$ cat config.mk
export PLATFORM = sky130hd
export DESIGN_NAME = vector_reduce_flat
export DESIGN_NICKNAME = d
export VERILOG_FILES = /design/src/rtl/vector_reduce_pkg.sv /design/src/rtl/vector_reduce_if.sv /design/src/rtl/vector_reduce_step.sv /design/src/rtl/vector_reduce.sv /design/src/flat_wrapper.sv
export SDC_FILE = /design/constraint.sdc
export NUM_CORES = 1
export LEC_CHECK = 0
export ABC_AREA = 1
export CAP_MARGIN = 20
export CELL_PAD_IN_SITES_DETAIL_PLACEMENT = 0
export CELL_PAD_IN_SITES_GLOBAL_PLACEMENT = 1
export CORE_UTILIZATION = 38
export DETAILED_ROUTE_END_ITERATION = 6
export PLACE_DENSITY = 0.92
export SYNTH_ARGS = -nofsm -noshare
export SYNTH_HDL_FRONTEND = slang
export SYNTH_HIERARCHICAL = 1
export SYNTH_SLANG_ARGS = --single-unit
export TNS_END_PERCENT = 100
$ cat constraint.sdc
create_clock -name clk -period 4.65 [get_ports clk]
set_clock_uncertainty 0.15 [all_clocks]
set_input_delay 0.6975 -clock clk [delete_from_list [all_inputs] [get_ports clk]]
set_output_delay 0.6975 -clock clk [all_outputs]
set_load 0.05 [all_outputs]
$ cat src/rtl/vector_reduce_pkg.sv
// Shared types for the sequential vector reducer: reduction opcodes and FSM states.
package vector_pkg;

    typedef enum logic [1:0] {
        RED_SUM = 2'b00,
        RED_MAX = 2'b01,
        RED_MIN = 2'b10,
        RED_CNT = 2'b11
    } reduce_op_t;

    typedef enum logic [1:0] {
        IDLE = 2'b00,
        RUN  = 2'b01,
        DONE = 2'b10
    } reduce_state_t;

endpackage

$ cat src/rtl/vector_reduce_if.sv
// Command/result bundle between the sequencer (master) and the reducer (slave).
interface vector_reduce_if #(
    parameter int BITS = 8,
    parameter int N    = 64
);
    // Handshake: start is a request sampled only while busy==0; the request is
    // accepted on that clock edge. done pulses once and result/index are valid
    // from that cycle until the next completion. start while busy is dropped.
    logic [N-1:0][BITS-1:0] vec;
    logic [BITS-1:0]        vec_len;
    logic [1:0]             op;
    logic                   start;
    logic                   busy;
    logic                   done;
    logic [BITS-1:0]        result;
    logic [BITS-1:0]        index;

    modport master (
        output vec, vec_len, op, start,
        input  busy, done, result, index
    );

    modport slave (
        input  vec, vec_len, op, start,
        output busy, done, result, index
    );
endinterface

$ cat src/rtl/vector_reduce_step.sv
// One reduction step: folds a single element into the running accumulator.
module reduce_step
    import vector_pkg::*;
#(
    parameter int BITS = 8
) (
    input  logic [BITS-1:0] acc,
    input  logic [BITS-1:0] elem,
    input  reduce_op_t      op,
    output logic [BITS-1:0] next_acc,
    output logic            take
);

    always_comb begin
        next_acc = acc;
        take     = 1'b0;
        case (op)
            RED_SUM: next_acc = acc + elem;
            RED_MAX: begin
                // strict compare so equal values keep the earlier index
                take = $signed(elem) > $signed(acc);
                if (take) next_acc = elem;
            end
            RED_MIN: begin
                take = $signed(elem) < $signed(acc);
                if (take) next_acc = elem;
            end
            RED_CNT: next_acc = acc + BITS'(elem != '0);
            default: next_acc = acc;
        endcase
    end

endmodule

$ cat src/rtl/vector_reduce.sv
// Sequential vector reducer: snapshots a vector on start and folds one element per clock.
module vector_reduce
    import vector_pkg::*;
#(
    parameter int BITS = 8,
    parameter int N    = 64
) (
    input  logic          clk,
    input  logic          rst_n,
    vector_reduce_if.slave bus,
    output reduce_state_t state
);

    localparam int IW = (N > 1) ? $clog2(N) : 1;

    reduce_state_t          state_next;
    logic [N-1:0][BITS-1:0] snap;
    reduce_op_t             op_q;
    logic [BITS-1:0]        len_q;
    logic [BITS-1:0]        cnt;
    logic [BITS-1:0]        acc;
    logic [BITS-1:0]        idx;
    logic [BITS-1:0]        clamp_len;
    logic [BITS-1:0]        elem;
    logic [BITS-1:0]        next_acc;
    logic                   take;
    logic                   accept;
    logic                   last;
    logic                   is_ext;

    // vec_len can never exceed 2^BITS-1, so the clamped length always fits BITS
    assign clamp_len = ({1'b0, bus.vec_len} > (BITS+1)'(N)) ? BITS'(N) : bus.vec_len;
    assign elem      = snap[cnt[IW-1:0]];
    assign is_ext    = (op_q == RED_MAX) || (op_q == RED_MIN);

    reduce_step #(.BITS(BITS)) u_step (
        .acc      (acc),
        .elem     (elem),
        .op       (op_q),
        .next_acc (next_acc),
        .take     (take)
    );

    always_ff @(posedge clk or negedge rst_n) begin
        if (!rst_n) state <= IDLE;
        else        state <= state_next;
    end

    always_comb begin
        state_next = state;
        accept     = 1'b0;
        last       = 1'b0;
        case (state)
            IDLE: begin
                if (bus.start) begin
                    accept     = 1'b1;
                    state_next = (clamp_len == '0) ? DONE : RUN;
                end
            end
            RUN: begin
                if (cnt == len_q - BITS'(1)) begin
                    last       = 1'b1;
                    state_next = DONE;
                end
            end
            DONE:    state_next = IDLE;
            default: state_next = IDLE;
        endcase
    end

    assign bus.busy = (state != IDLE);
    assign bus.done = (state == DONE);

    always_ff @(posedge clk or negedge rst_n) begin
        if (!rst_n) begin
            snap       <= '0;
            op_q       <= RED_SUM;
            len_q      <= '0;
            cnt        <= '0;
            acc        <= '0;
            idx        <= '0;
            bus.result <= '0;
            bus.index  <= '0;
        end else if (accept) begin
            snap  <= bus.vec;
            op_q  <= reduce_op_t'(bus.op);
            len_q <= clamp_len;
            cnt   <= '0;
            idx   <= '0;
            acc   <= (bus.op == RED_MAX || bus.op == RED_MIN) ? bus.vec[0] : '0;
            if (clamp_len == '0) begin
                bus.result <= '0;
                bus.index  <= '0;
            end
        end else if (state == RUN) begin
            cnt <= cnt + BITS'(1);
            acc <= next_acc;
            if (take) idx <= cnt;
            // outputs change only on the final element, never mid-reduction
            if (last) begin
                bus.result <= next_acc;
                bus.index  <= is_ext ? (take ? cnt : idx) : '0;
            end
        end
    end

endmodule

$ cat src/flat_wrapper.sv
// flat-port wrapper written by rule: the top's interface ports become plain ports
module vector_reduce_flat import vector_pkg::*;
#(
    parameter int BITS = 8,
    parameter int N    = 64
)
  (clk, rst_n, state, bus_vec, bus_vec_len, bus_op, bus_start, bus_busy, bus_done, bus_result, bus_index);
  vector_reduce_if #(.BITS(BITS), .N(N)) bus_i ();
  input  logic clk;
  input  logic rst_n;
  output reduce_state_t state;
  input wire logic [$bits(bus_i.vec)-1:0] bus_vec;
  input wire logic [$bits(bus_i.vec_len)-1:0] bus_vec_len;
  input wire logic [$bits(bus_i.op)-1:0] bus_op;
  input wire logic [$bits(bus_i.start)-1:0] bus_start;
  output wire logic [$bits(bus_i.busy)-1:0] bus_busy;
  output wire logic [$bits(bus_i.done)-1:0] bus_done;
  output wire logic [$bits(bus_i.result)-1:0] bus_result;
  output wire logic [$bits(bus_i.index)-1:0] bus_index;
  assign bus_i.vec = bus_vec;
  assign bus_i.vec_len = bus_vec_len;
  assign bus_i.op = bus_op;
  assign bus_i.start = bus_start;
  assign bus_busy = bus_i.busy;
  assign bus_done = bus_i.done;
  assign bus_result = bus_i.result;
  assign bus_index = bus_i.index;
  vector_reduce #(.BITS(BITS), .N(N)) u_core (.clk(clk), .rst_n(rst_n), .bus(bus_i), .state(state));
endmodule
* Word-level counts from Yosys, hierarchy flattened
Index checks and enable logic that the tools add are counted.
** Operators by class
- Add/subtract/negate cells :: 4
- $lt $le $gt $ge :: 4
- Equality and inequality tests :: 11
- Mux-type cells :: 31
- Reduce and logical (&&, ||, !) cells :: 11
** Operators with widths (count)
- 8-bit 2-to-1 mux :: 20
- 8-bit binary-select mux with 6-bit select :: 1
- 8-bit one-hot mux with 4 select lines :: 1
- 8-bit by 1-bit adder with 8-bit output :: 1
- 8-bit by 1-bit adder with 8-bit output, second input constant :: 1
- 8-bit adder :: 1
- 2-bit == test, second input constant :: 4
- 8-bit == test :: 1
- 8-bit by 7-bit greater-than comparator with 1-bit output, second input constant :: 1
- 8-bit greater-than comparator :: 1
- 8-bit logical NOT :: 1
- 8-bit < comparator :: 1
- 8-bit nonzero test :: 1
- 8-bit by 1-bit subtractor with 8-bit output, second input constant :: 1
- 6-bit by 7-bit < comparator with 1-bit output, second input constant :: 1
- 2-bit by 1-bit == test with 1-bit output, second input constant :: 3
- 2-bit 2-to-1 mux :: 3
- 2-bit nonzero test :: 3
- 2-bit logical NOT :: 2
- 1-bit 2-to-1 mux :: 4
- 2-bit != test, second input constant :: 2
- 2-bit one-hot mux with 2 select lines :: 1
- 3-bit AND reduction :: 1
- 1-bit logical OR :: 2
- other kinds (3) :: 3
** Storage, ports and cells
- Register bits after elaboration :: 564
- Bits of input ports :: 525

* Logic depth before layout (Yosys ltp)
- Depth after elaboration :: 9
- Mapped depth :: 33
- Mapped depth without buffers :: 30

* Hierarchy
The synthesis kept the hierarchy.
** By module, submodules not included
- vector_reduce :: instances 1, cells each 3521, area each 26581.7 sq um, seq. area each 14113.5 sq um
- reduce_step :: instances 1, cells each 166, area each 1003.5 sq um, seq. area each 0.0 sq um

* Worst setup path after synthesis
Ideal clock, no wire load.
- Path kind :: reg2reg
- Start :: register u_core.cnt[0]
- End :: register u_core.bus.index[4]
- Library setup time :: 119 ps
- Arrival time :: 3411 ps
- Data required time :: 4381 ps
- Path slack :: 970 ps
- Stages on the path, launching flop included :: 26
- Path buffers :: 5
- Period minus slack after synthesis :: 3680 ps
- Cell sequence :: dfrtp_1 -> buf_6 -> buf_6 -> buf_4 -> nor2_1 -> nor2_1 -> o21ai_0 -> o21ai_1 -> o211ai_1 -> nand2_1 -> nand3_1 -> nand2_1 -> ha_1 -> a21o_1 -> nor2_2 -> nand3_1 -> buf_6 -> nand2_8 -> nand2_4 -> a21oi_1 -> clkbuf_1 -> nand2_1 -> o21ai_0 -> nor2_1 -> nand3_1 -> nand2_1
** Between the ends
- Longest elaborated chain between the ends :: 9
** Ends and longest elaborated chain
- start: declaration :: RTL line vector_reduce.sv:20 : logic [BITS-1:0] cnt;
- start signal: assignment :: RTL line vector_reduce.sv:96 : cnt <= cnt + BITS'(1);
- 8-bit binary-select mux with 6-bit select (*) :: RTL line vector_reduce.sv:33 : assign elem = snap[cnt[IW-1:0]];
- 8-bit 2-to-1 mux (not written as such) (*) :: RTL line vector_reduce.sv:33
- net u_core.elem[7] :: RTL line vector_reduce.sv:24 : logic [BITS-1:0] elem;
- 8-bit < comparator / 8-bit greater-than comparator (equally long branches) :: RTL line vector_reduce_step.sv:25, vector_reduce_step.sv:21
- 1-bit one-hot mux with 2 select lines (*) :: RTL line vector_reduce_step.sv:17 : case (op)
- net u_core.take :: RTL line vector_reduce.sv:26 : logic take;
- 8-bit 2-to-1 mux (*)
- 8-bit 2-to-1 mux (*) :: RTL line vector_reduce.sv:102 : bus.index <= is_ext ? (take ? cnt : idx) : '0;
- 8-bit 2-to-1 mux (*) :: RTL line vector_reduce.sv:100 : if (last) begin
- 8-bit 2-to-1 mux (*) :: RTL line vector_reduce.sv:95 : end else if (state == RUN) begin
- 8-bit 2-to-1 mux (*) :: RTL line vector_reduce.sv:84 : end else if (accept) begin
- end signal: assignment :: RTL line vector_reduce.sv:102
- end: declaration :: RTL line vector_reduce_if.sv:25 : output busy, done, result, index
Mark *: on every way through the listed nets, which the timed path passes. The rest lies on a longest branch. The select of a mux whose other input is x is not followed.
A chain may end at the register's enable or synchronous reset.

* Worst setup path after layout
- Start :: register u_core.cnt[0]
- End :: register u_core.bus.index[3]
Same word-level chain as after synthesis.

==> results.md <==
* DRT Wirelength at 103400 microns
* Nets@finish at ~4700
* Worst skew pair latency at 650 ps
* Num rows at 98
* Minimum clock period at ~4400 ps
* Slew @ Worst Pin at between 900 and 1000 ps
* Relative slew slack at 35.38%
* Global-route congestion overflow total at 0
* Global-route wire length before repair at 151200 microns
* Worst EP required at roughly 5000 ps
* GPL Wtd Cong at 0.9423
* Yosys warnings at 6
* Fmax at roughly 220 MHz
* # clock sinks at about 560
* P&R area growth vs syn at 33.75%
* Mean post-synth cell area at 7.482 sq um
* I/O pin count at about 550
* Post-DP HPWL at approximately 73000 microns
* Router iterations before antenna repair at 5
* Delay-heaviest family, CP: simple AND/OR/NAND/NOR gates
* Final Cycle Share at between 90% and 100%
* ANT nets after route at 0
* Initial DRC Count at roughly 2900
* Vias after detailed routing at about 27000
* CTS root buf: clkbuf_16
* CP max stage cell: dfrtp_4
* Outcome: complete, no violations
* Ys flop type: dfrtp_1
* Final TNS setup at 0 ps
* Die ar. at between 0.07 and 0.08 sq mm
* Seq/Total Area, Yosys at between 50% and 60%
* CP dominant cell by count: nand2_1
* CP Class: flop to flop
* Chip width at between 200 and 300 microns
* Setup WS post-layout at slightly above 200 ps
* Minimum hold slack at 324.2 ps
* Starting density of the core at 38.52%
* MaxCap Viol Count at 0
* Syn Inst Count at about 3700
* Via count of the first global-routing pass at ~26000
* H-Tree Depth at 2
* CP bufs+invs at 5
* Unrepaired setup endpoints after global routing: yes
* Layout cells sized above 1 at a little over 7%
* Fin. Hold Viols at 0
* FF+latch count, synth at 564
* CTS Buf Count at 59
* Clock Tree Buf Depth at 3
* Fillers at 6851
* Syn Nets at 4233
* VDD IR max at around 0.00028 V
* PortBufs at roughly 540
* HP Class: flop to flop
* Leakage at 18.81 nW
* Critical Path Source Type: flop
* Place WS at between 90 and 100 ps
* Largest fanout on the critical path at 10
* Total GRT Usage at 26.79%
* Cell Chain, Critical Path: clkinv_16 -> buf_16 -> buf_4 -> o21ai_0 -> o21ai_1 -> o211ai_1 -> nand2_1 -> nand3_1 -> nand2_2 -> ha_1 -> nand2_2 -> nor2_1 -> nor2_2 -> nand3_2 -> buf_4 -> nand4_4 -> a21oi_4 -> buf_6 -> nand2_1 -> o21ai_1 -> nor2_1 -> nand3_1 -> nand2_1
* CTS clock-pin slew for the worst setup and hold paths at about 60 ps
* Crit. End Element: flop
* Initial antenna violation count at 9
* Crit path DAT at approximately 4800 ps
* Remaining DRCs at 0
* Synth top area cells: dfrtp_1, nand2_1, o21ai_0, nor2_1, nand3_1
* Drt wl/cell at between 20 and 25 microns
* Die Y at approximately 270 microns
* Top cells by count, synth: nand2_1, dfrtp_1, nor2_1
* Netlist cell types at 43
* Final slew viol count at 0
* Post-synth top area share at 51.16%
* Pin count of the biggest net entering global routing at between 200 and 250
* Count leader, synth: nand2_1
* Mapped cell area at approximately 0.028 sq mm
* CORE AREA at 0.07161 sq mm
* Leading area contributor after synthesis: dfrtp_1
* Final setup fails at 0
* Synth async-reset ratio at 100.0%
* Final Non-Filler Cells at around 5200
* PwrDens at approximately 290 mW/mm^2
* CTS tree: done
* EDFF count, synth at 0
* Via density at 5.135
* Slowest stage delay, CP at around 590 ps
* Placed cell count at between 5000 and 6000
==> area by class of cell <==
class                           count  area [sq um]  share of cell area [%]
Sequential cell                   564         14120                   38.28
Multi-Input combinational cell   2773         12180                   33.00
Timing Repair Buffer              653          6843                   18.55
Clock buffer                       81          1689                   4.578
Tap cell                          950          1189                   3.222
Inverter                          115         465.4                   1.262
Clock inverter                     23         391.6                   1.061
Timing Repair inverter              1         11.26                 0.03052
Antenna cell                        3         7.507                 0.02035
==> cell families after synthesis <==
| logic type | count (synthesis) | synth area share, % |
|---|---|---|
| flops | 564 | 51.16 |
| xor+xnor | 10 | 0.3175 |
| fa+ha+maj | 21 | 0.9797 |
| buf+inv | 350 | 5.692 |
| compound gates | 514 | 10.26 |
| simple gates | 2228 | 31.59 |
==> flip-flops by register name (all words and copies together), names as in the netlist <==
| name | cells |
|---|---|
| u_core/acc | 8 |
| u_core/bus.index | 8 |
| u_core/bus.result | 8 |
| u_core/cnt | 8 |
| u_core/idx | 8 |
| u_core/len_q | 8 |
| u_core/op_q | 2 |
| u_core/snap | 512 |
| u_core/state | 2 |
==> per-stage QoR <==
step	utilization, %	cell area (sq um)	total power (W)
2_1_floorplan	-	27590	0.005003
3_3_place_gp	47.53	34040	0.005585
3_5_place_dp	47.53	34040	0.005587
6_report	51.52	36890	0.01054
5_1_grt	51.52	36890	0.01086
4_1_cts	50.45	36130	0.01064
==> cell usage in the layout (no fill, tap or decap), types with 7 or more instances in the layout <==
cell type        count
nand3b_1             9
buf_6                9
o21ai_1             84
nand3_1            115
clkdlybuf4s50_1    543
o22ai_1             30
o22ai_2              8
dfrtp_1            561
clkbuf_1             9
o211ai_1            70
o21ai_0            247
buf_4               60
ha_1                19
clkbuf_8            13
bufinv_16            9
a21oi_1             46
nand2_2             14
a31oi_1             10
nand3_2             17
clkinv_2             7
nand4_1              9
nor2_2              12
a21oi_2              8
nand2_1           1703
nor2_1             331
inv_1              103
buf_12              23
clkbuf_16           67
==> layer usage <==
metal	global-route usage [%]	vias up	part of all wire, %
li1	-	12640	-
met1	35.09	12600	42
met2	42.86	1062	47
met3	5.299	206	7.2
met4	12.05	12	4.2
met5	0	-	0.073
==> repair_timing <==
item | CTS | global route
setup endpoints to repair | 0 | 32
buffers inserted | 0 | 18
resized for setup | 0 | 112
hold buffers | 1 | 0
hold endpoints to repair | 36 | 0
==> power breakdown <==
part / total (W) / switching, W / leakage, nW / internal, W
combinational: 0.000583 / 0.000191 / 10.2 / 0.000392
clock: 0.00505 / 0.00202 / 1.01 / 0.00303
sequential: 0.00491 / 0 / 7.55 / 0.00491
==> worst min-delay path, stage by stage, from the launching register on <==
cell	delay (ps)
dfrtp_1	330
nand2_1	50
nand2_1	60
==> path summary, 6_finish.rpt <==
check | startpoint | end | slack [ps] | depth (start not counted)
max | u_core/cnt[0] | u_core/bus.index[3] | 200 | 23
min | u_core/snap[491] | u_core/snap[491] | 320 | 2
max reg2reg | u_core/cnt[0] | u_core/bus.index[3] | 200 | 23
min reg2reg | u_core/snap[491] | u_core/snap[491] | 320 | 2
max in group asynchronous | rst_n | u_core/snap[178] | 2610 | 3
min in group asynchronous | rst_n | u_core/snap[238] | 570 | 2
Power figures use the tool's default switching activity.
